**src/rtl/uart_mux_pkg.sv**
```systemverilog
// Shared types and constants for the UART egress arbiter.
package uart_mux_pkg;

   typedef enum logic {
      ST_IDLE = 1'b0,
      ST_DATA = 1'b1
   } state_t;

   localparam logic [7:0] TAG_BASE_DEFAULT = 8'hA0;

   localparam int SRC_APP_RESP = 0;
   localparam int SRC_ETH_PHY  = 1;
   localparam int SRC_FRAME    = 2;

   // Header byte for a source: base has its low 3 bits clear, so OR acts as add.
   function automatic logic [7:0] make_tag(input logic [7:0] base, input logic [2:0] idx);
      return base | {5'b00000, idx};
   endfunction

endpackage

```
**src/rtl/uart_tx_arbiter_rr.sv**
```systemverilog
// Combinational round-robin picker: first requester after ptr, wrapping.
module rr_arbiter #(
   parameter int NUM_SRC = 3,
   parameter int IDX_W   = $clog2(NUM_SRC)
) (
   input  logic [NUM_SRC-1:0] req,
   input  logic [IDX_W-1:0]   ptr,
   output logic [NUM_SRC-1:0] gnt,
   output logic [IDX_W-1:0]   gnt_idx
);

   // Index ptr+off reduced modulo NUM_SRC (off never exceeds NUM_SRC).
   function automatic logic [IDX_W-1:0] wrap_add(input logic [IDX_W-1:0] base, input int off);
      int sum;
      sum = int'(base) + off;
      if (sum >= NUM_SRC) begin
         sum = sum - NUM_SRC;
      end
      return IDX_W'(sum);
   endfunction

   logic found;

   // Scan ptr+1 .. ptr+NUM_SRC and take the first asserted request.
   always_comb begin
      gnt     = '0;
      gnt_idx = '0;
      found   = 1'b0;
      for (int i = 1; i <= NUM_SRC; i++) begin
         if (!found && req[wrap_add(ptr, i)]) begin
            found                = 1'b1;
            gnt[wrap_add(ptr, i)] = 1'b1;
            gnt_idx              = wrap_add(ptr, i);
         end
      end
   end

endmodule

```
**src/rtl/uart_tx_arbiter.sv**
```systemverilog
// Packet-granular round-robin mux of byte streams onto one UART egress
// stream, prefixing each packet with a tag byte naming its source.
module uart_tx_arbiter
   import uart_mux_pkg::*;
#(
   parameter int         DATA_WIDTH = 8,
   parameter int         NUM_SRC    = 3,
   parameter logic [7:0] TAG_BASE   = TAG_BASE_DEFAULT
) (
   input  logic                          clk,
   input  logic                          rst,
   input  logic [NUM_SRC*DATA_WIDTH-1:0] s_tdata,
   input  logic [NUM_SRC-1:0]            s_tvalid,
   input  logic [NUM_SRC-1:0]            s_tlast,
   output logic [NUM_SRC-1:0]            s_tready,
   output logic [DATA_WIDTH-1:0]         m_tdata,
   output logic                          m_tvalid,
   output logic                          m_tlast,
   input  logic                          m_tready,
   output logic [NUM_SRC-1:0]            grant,
   output logic                          pkt_done
);

   localparam int IDX_W = $clog2(NUM_SRC);

   state_t                 state_q, state_d;
   logic [IDX_W-1:0]       ptr_q, ptr_d;
   logic [IDX_W-1:0]       gidx_q, gidx_d;
   logic [NUM_SRC-1:0]     grant_q, grant_d;
   logic                   m_tvalid_q, m_tvalid_d;
   logic [DATA_WIDTH-1:0]  m_tdata_q, m_tdata_d;
   logic                   m_tlast_q, m_tlast_d;

   logic                   slot_free;
   logic [NUM_SRC-1:0]     arb_gnt;
   logic [IDX_W-1:0]       arb_idx;
   logic [DATA_WIDTH-1:0]  src_data [NUM_SRC];

   for (genvar k = 0; k < NUM_SRC; k++) begin : g_unpack
      assign src_data[k] = s_tdata[k*DATA_WIDTH +: DATA_WIDTH];
   end

   // The single output register can take a new byte when empty or draining.
   assign slot_free = !m_tvalid_q || m_tready;

   rr_arbiter #(
      .NUM_SRC (NUM_SRC),
      .IDX_W   (IDX_W)
   ) u_rr (
      .req     (s_tvalid),
      .ptr     (ptr_q),
      .gnt     (arb_gnt),
      .gnt_idx (arb_idx)
   );

   // Next-state: arbitrate and emit the tag in IDLE, stream the owner's bytes in DATA.
   always_comb begin
      state_d    = state_q;
      ptr_d      = ptr_q;
      gidx_d     = gidx_q;
      grant_d    = grant_q;
      m_tvalid_d = m_tvalid_q;
      m_tdata_d  = m_tdata_q;
      m_tlast_d  = m_tlast_q;
      s_tready   = '0;
      pkt_done   = 1'b0;

      if (slot_free) begin
         m_tvalid_d = 1'b0;
      end

      case (state_q)
         ST_IDLE: begin
            if (slot_free && (|s_tvalid)) begin
               m_tvalid_d = 1'b1;
               m_tdata_d  = make_tag(TAG_BASE, 3'(arb_idx));
               m_tlast_d  = 1'b0;
               grant_d    = arb_gnt;
               gidx_d     = arb_idx;
               state_d    = ST_DATA;
            end
         end
         ST_DATA: begin
            // Only the owner sees ready; its ready mirrors slot_free combinationally.
            s_tready[gidx_q] = slot_free;
            if (slot_free && s_tvalid[gidx_q]) begin
               m_tvalid_d = 1'b1;
               m_tdata_d  = src_data[gidx_q];
               m_tlast_d  = s_tlast[gidx_q];
               if (s_tlast[gidx_q]) begin
                  ptr_d    = gidx_q;
                  grant_d  = '0;
                  pkt_done = 1'b1;
                  state_d  = ST_IDLE;
               end
            end
         end
         default: begin
            state_d = ST_IDLE;
         end
      endcase
   end

   // State and output registers; reset abandons any packet in flight.
   always_ff @(posedge clk) begin
      if (rst) begin
         state_q    <= ST_IDLE;
         ptr_q      <= IDX_W'(NUM_SRC - 1);
         gidx_q     <= '0;
         grant_q    <= '0;
         m_tvalid_q <= 1'b0;
         m_tdata_q  <= '0;
         m_tlast_q  <= 1'b0;
      end else begin
         state_q    <= state_d;
         ptr_q      <= ptr_d;
         gidx_q     <= gidx_d;
         grant_q    <= grant_d;
         m_tvalid_q <= m_tvalid_d;
         m_tdata_q  <= m_tdata_d;
         m_tlast_q  <= m_tlast_d;
      end
   end

   assign m_tvalid = m_tvalid_q;
   assign m_tdata  = m_tdata_q;
   assign m_tlast  = m_tlast_q;
   assign grant    = grant_q;

endmodule
```
**config.mk**
```make
export PLATFORM = sky130hd
export DESIGN_NAME = uart_tx_arbiter
export DESIGN_NICKNAME = d
export VERILOG_FILES = /design/src/rtl/uart_mux_pkg.sv /design/src/rtl/uart_tx_arbiter_rr.sv /design/src/rtl/uart_tx_arbiter.sv
export SDC_FILE = /design/constraint.sdc
export NUM_CORES = 1
export LEC_CHECK = 0
export ABC_CLOCK_PERIOD_IN_PS = 3300
export CORE_UTILIZATION = 62
export DETAILED_ROUTE_END_ITERATION = 12
export DONT_BUFFER_PORTS = 1
export HOLD_SLACK_MARGIN = 0.12
export PLACE_DENSITY = 0.83
export SETUP_SLACK_MARGIN = 0.05
export SYNTH_ARGS = -nofsm -noshare
export SYNTH_HDL_FRONTEND = slang
export SYNTH_SLANG_ARGS = --single-unit
export TNS_END_PERCENT = 10
```
**constraint.sdc**
```tcl
create_clock -name clk -period 3.3 [get_ports clk]
set_input_delay 0.33 -clock clk [delete_from_list [all_inputs] [get_ports clk]]
set_output_delay 0.33 -clock clk [all_outputs]
set_load 0.05 [all_outputs]
```
==> flow_metrics.py <==
metrics = {
    "run_status": {
        "status": "finished clean",
    },
    "global_route": {
        "grt_overflow": 0,
        "first_global_vias": 987,
        "global_route_wire_length_before_repair_um": 4291,
        "global_route.usage.total_pct": 26.83,
        "antenna_found_initial": 0,
        "largest_net_degree_at_the_start_of_global_routing": 18,
    },
    "clocking": {
        "cts.repair_timing.setup_buffer_count": 0,
        "clock_sink_count": 18,
        "clk_path_buf_depth": 2,
        "postCtsHoldBufs": 1,
        "clock_tree.root_cell": "sky130_fd_sc_hd__clkbuf_4",
        "tritoncts_clock_tree": "done",
        "cts.reportedPaths.clkPinSlew_ns": 0.11,
        "cts_max_level": 1,
        "clk_latency_worst_skew_pair_ns": 0.29,
        "postCtsResizedCells": 0,
        "cts-buffers-inserted": 3,
    },
    "place": {
        "port_buffer_count": 0,
        "finalWeightedCongestion": 0.8956,
        "placed_area_sq_um": 1300,
        "place_hpwl_um": 2210,
        "post-place-cells": 178,
        "place_worst_setup_slack_ns": 0.5477,
    },
    "worst_hold_path": {
        "worst_hold_path_type": "input pin to flip-flop",
    },
    "drt": {
        "avgRoutedWirePerCell_um": 16.47,
        "detailroute.via_count": 1159,
        "route.antenna.remaining_nets": 0,
        "drt_first_iter_violations": 41,
        "route.final.wire_length_um": 3014,
        "drt_pre_antenna_iters": 4,
        "drt-vias-per-instance": 6.333,
        "drt_drc_violations_left": 0,
    },
    "sta": {
        "worst_slack_ns": 0.5147,
        "fmax_mhz": 359.0,
        "rsz0062_at_grt": "false",
        "period_share_pct": 84.40,
        "hold_viol": 0,
        "worst_slew_pin_slew_ns": 0.8421,
        "finClkSkew_ns": 0.01210,
        "setup_violations": 0,
        "worst_slew_margin_rel_pct": 43.62,
        "period_needed_ns": 2.785,
        "slew_viol_final": 0,
        "finalSetupTns_ns": 0,
    },
    "finish": {
        "nNetsFinal": 196,
        "antennaDiodeCount": 0,
        "filler_cell_count": 181,
        "final_design_instance_area_without_fill_sq_um": 1346,
        "synthToLayoutAreaGrowth_pct": 3.263,
        "finalNonFillerCells": 183,
        "share_of_layout_cells_above_drive_strength_1_pct": 10.26,
    },
    "floorplanning": {
        "effective_utilization_at_floorplan_pct": 66.45,
        "die_height_um": 47.86,
        "design.core.area_sq_um": 1962,
        "ioPinCount": 50,
        "die-area_sq_um": 2290,
        "die_x_um": 47.86,
        "std_cell_rows": 16,
    },
    "yosys": {
        "synth_top_family_by_area": "compound AO/OA/AOI/OAI gates",
        "synth_warnings": 0,
        "synthAdderAreaFrac_pct": 5.758,
        "synth_edf_count": 0,
        "async_reset_ff_share_pct": 0,
        "cell_type_with_the_highest_aggregate_area_in_the_netlist": "sky130_fd_sc_hd__dfxtp_1",
        "syn_area_sq_um": 1304,
        "most_instantiated_library_cell_after_synthesis": "sky130_fd_sc_hd__dfxtp_1",
        "yosys.area_share.simple_pct": 20.83,
        "post_synth_xor_area_fraction_pct": 0,
        "post-synth-top-area-fraction_pct": 27.64,
        "synth_mux_area_share_pct": 11.32,
        "synthesis.instances": 161,
        "synth.top_cells.by_count": "18 x sky130_fd_sc_hd__dfxtp_1, 15 x sky130_fd_sc_hd__nor2_1, 12 x sky130_fd_sc_hd__nand2_1, 11 x sky130_fd_sc_hd__mux2i_1, 11 x sky130_fd_sc_hd__o21ai_0",
        "synth_cell_types": 46,
        "ys_seq_area_share_pct": 27.64,
        "synth_compound_area_share_pct": 27.74,
        "synthTopCellsByArea": "sky130_fd_sc_hd__dfxtp_1 28%, sky130_fd_sc_hd__mux2i_1 8.4%, sky130_fd_sc_hd__ha_1 5.8%",
        "synth_top_flop_cell": "sky130_fd_sc_hd__dfxtp_1",
        "ys_seq_elements": 18,
        "synthesis.nets": 200,
        "synth.avg_cell_area_sq_um": 8.098,
    },
    "setup_path": {
        "crit_path_max_incr_delay_ns": 0.59,
        "ff2ff_path_depth": 7,
        "setup.worst_path.class": "flip-flop to flip-flop",
        "worst-r2r-setup-slack_ns": 0.51,
        "r2r-start": "ptr_q[0]$_SDFFE_PP0P_",
        "worst_path_max_delay_cell": "sky130_fd_sc_hd__ha_1",
        "end_kind": "flip-flop",
        "setup.worst_path.end": "m_tdata[1]$_SDFFE_PP0P_",
        "cell_by_cell_listing_of_the_critical_path": "inv_1 -> ha_1 -> mux2_1 -> a21oi_2 -> mux2_4 -> a2111oi_2 -> o21bai_1",
        "worst_ep_required_ns": 3.54,
        "worst_ep_arrival_time_ns": 3.02,
        "startpoint": "ptr_q[0]$_SDFFE_PP0P_",
        "crit-reg2reg-capture": "m_tdata[1]$_SDFFE_PP0P_",
        "setup.worst_path.start_class": "flip-flop",
        "worst-path-max-fanout": 13,
    },
    "run": {
        "max-cap-violations": 0,
    },
    "power": {
        "fin_total_pwr_w": 0.0006156,
        "cellPowerDensity_nw_per_um2": 457.2,
        "power.static_leakage_nw": 0.5196,
        "worst_ir_drop_on_vdd_uv": 299.5,
    },
}
## flip-flops by register name (all words and copies together), names as in the netlist
| name | cells |
|---|---|
| state_q | 1 |
| m_tlast | 1 |
| m_tvalid | 1 |
| gidx_q | 2 |
| ptr_q | 2 |
| grant | 3 |
| m_tdata | 8 |
## critical path: cells and delay by family, from the launching register on
| family | cells | cell delay (ns) |
|---|---|---|
| compound gates | 3 | 0.78 |
| mux | 2 | 0.71 |
| fa+ha+maj | 1 | 0.59 |
| flops | 1 | 0.49 |
| buf+inv | 1 | 0.17 |
## cell families after synthesis
kind of cell               Yosys count
AOI/OAI and AO/OA                   51
adders and majority gates            6
buffers and inverters               20
DFF                                 18
muxes                               14
and+or+nand+nor                     52
## how the worst min path moves through the flow
stage / startpoint / endpoint / slack, ns / cells past startpoint
floorplan: state_q$_SDFF_PP0_ / state_q$_SDFF_PP0_ / 0.54 / 2
global placement: rst / m_tvalid$_SDFF_PP0_ / 0.40 / 1
detailed placement: rst / m_tvalid$_SDFF_PP0_ / 0.40 / 1
CTS: rst / m_tdata[1]$_SDFFE_PP0P_ / 0.12 / 1
global route: rst / m_tdata[1]$_SDFFE_PP0P_ / 0.12 / 1
finish: rst / m_tdata[1]$_SDFFE_PP0P_ / 0.13 / 1
## power breakdown
part	internal (W)	switching (W)	leakage (nW)
Combinational	0.0000669	0.0000970	0.351
Clock	0.0000672	0.0000672	0.0210
Sequential	0.000238	0.0000798	0.148
Total	0.000372	0.000244	0.520
## per-layer routing
layer | vias up | part of all wire [%] | GRT usage [%] | wire length (um)
met5 | - | 0 | 0 | 0
met4 | 0 | 0.43 | 6.667 | 13
met3 | 2 | 7.8 | 7.170 | 236
met2 | 51 | 47 | 45.41 | 1428
met1 | 537 | 44 | 33.71 | 1336
li1 | 569 | - | - | -
## final cells by class
type	instances	area (sq um)	share of cell area (%)
inverter	8	30.03	2.230
tap	27	33.78	2.509
timing repair buffer	3	25.02	1.859
clock buffer	4	36.28	2.695
sequential	18	360.3	26.77
multi-input combinational	123	860.8	63.94
## metrics by stage
stage                     hold WS (ns)  utilization [%]
after floorplan                 0.5372                -
after global placement          0.4023            66.26
after detailed placement        0.4034            66.26
after CTS                       0.1241            68.62
after global routing            0.1242            68.62
final                           0.1253            68.62
## layout by cell type, fill, tap and decap left out, drive strengths merged, types with 2 or more instances in the layout
master and n:
a211o 2, a211oi 3, a21o 2, a21oi 10, a221oi 3, a22oi 5, a2bb2oi 2, and3 2
buf 2, clkbuf 4, dfxtp 18, ha 6, inv 8, mux2 3, mux2i 11, nand2 12
nand2b 4, nand3 4, nor2 15, nor2b 3, nor3 5, o211ai 2, o21ai 12, o2bb2ai 4
No activity file was read; power rests on OpenSTA's default activity.
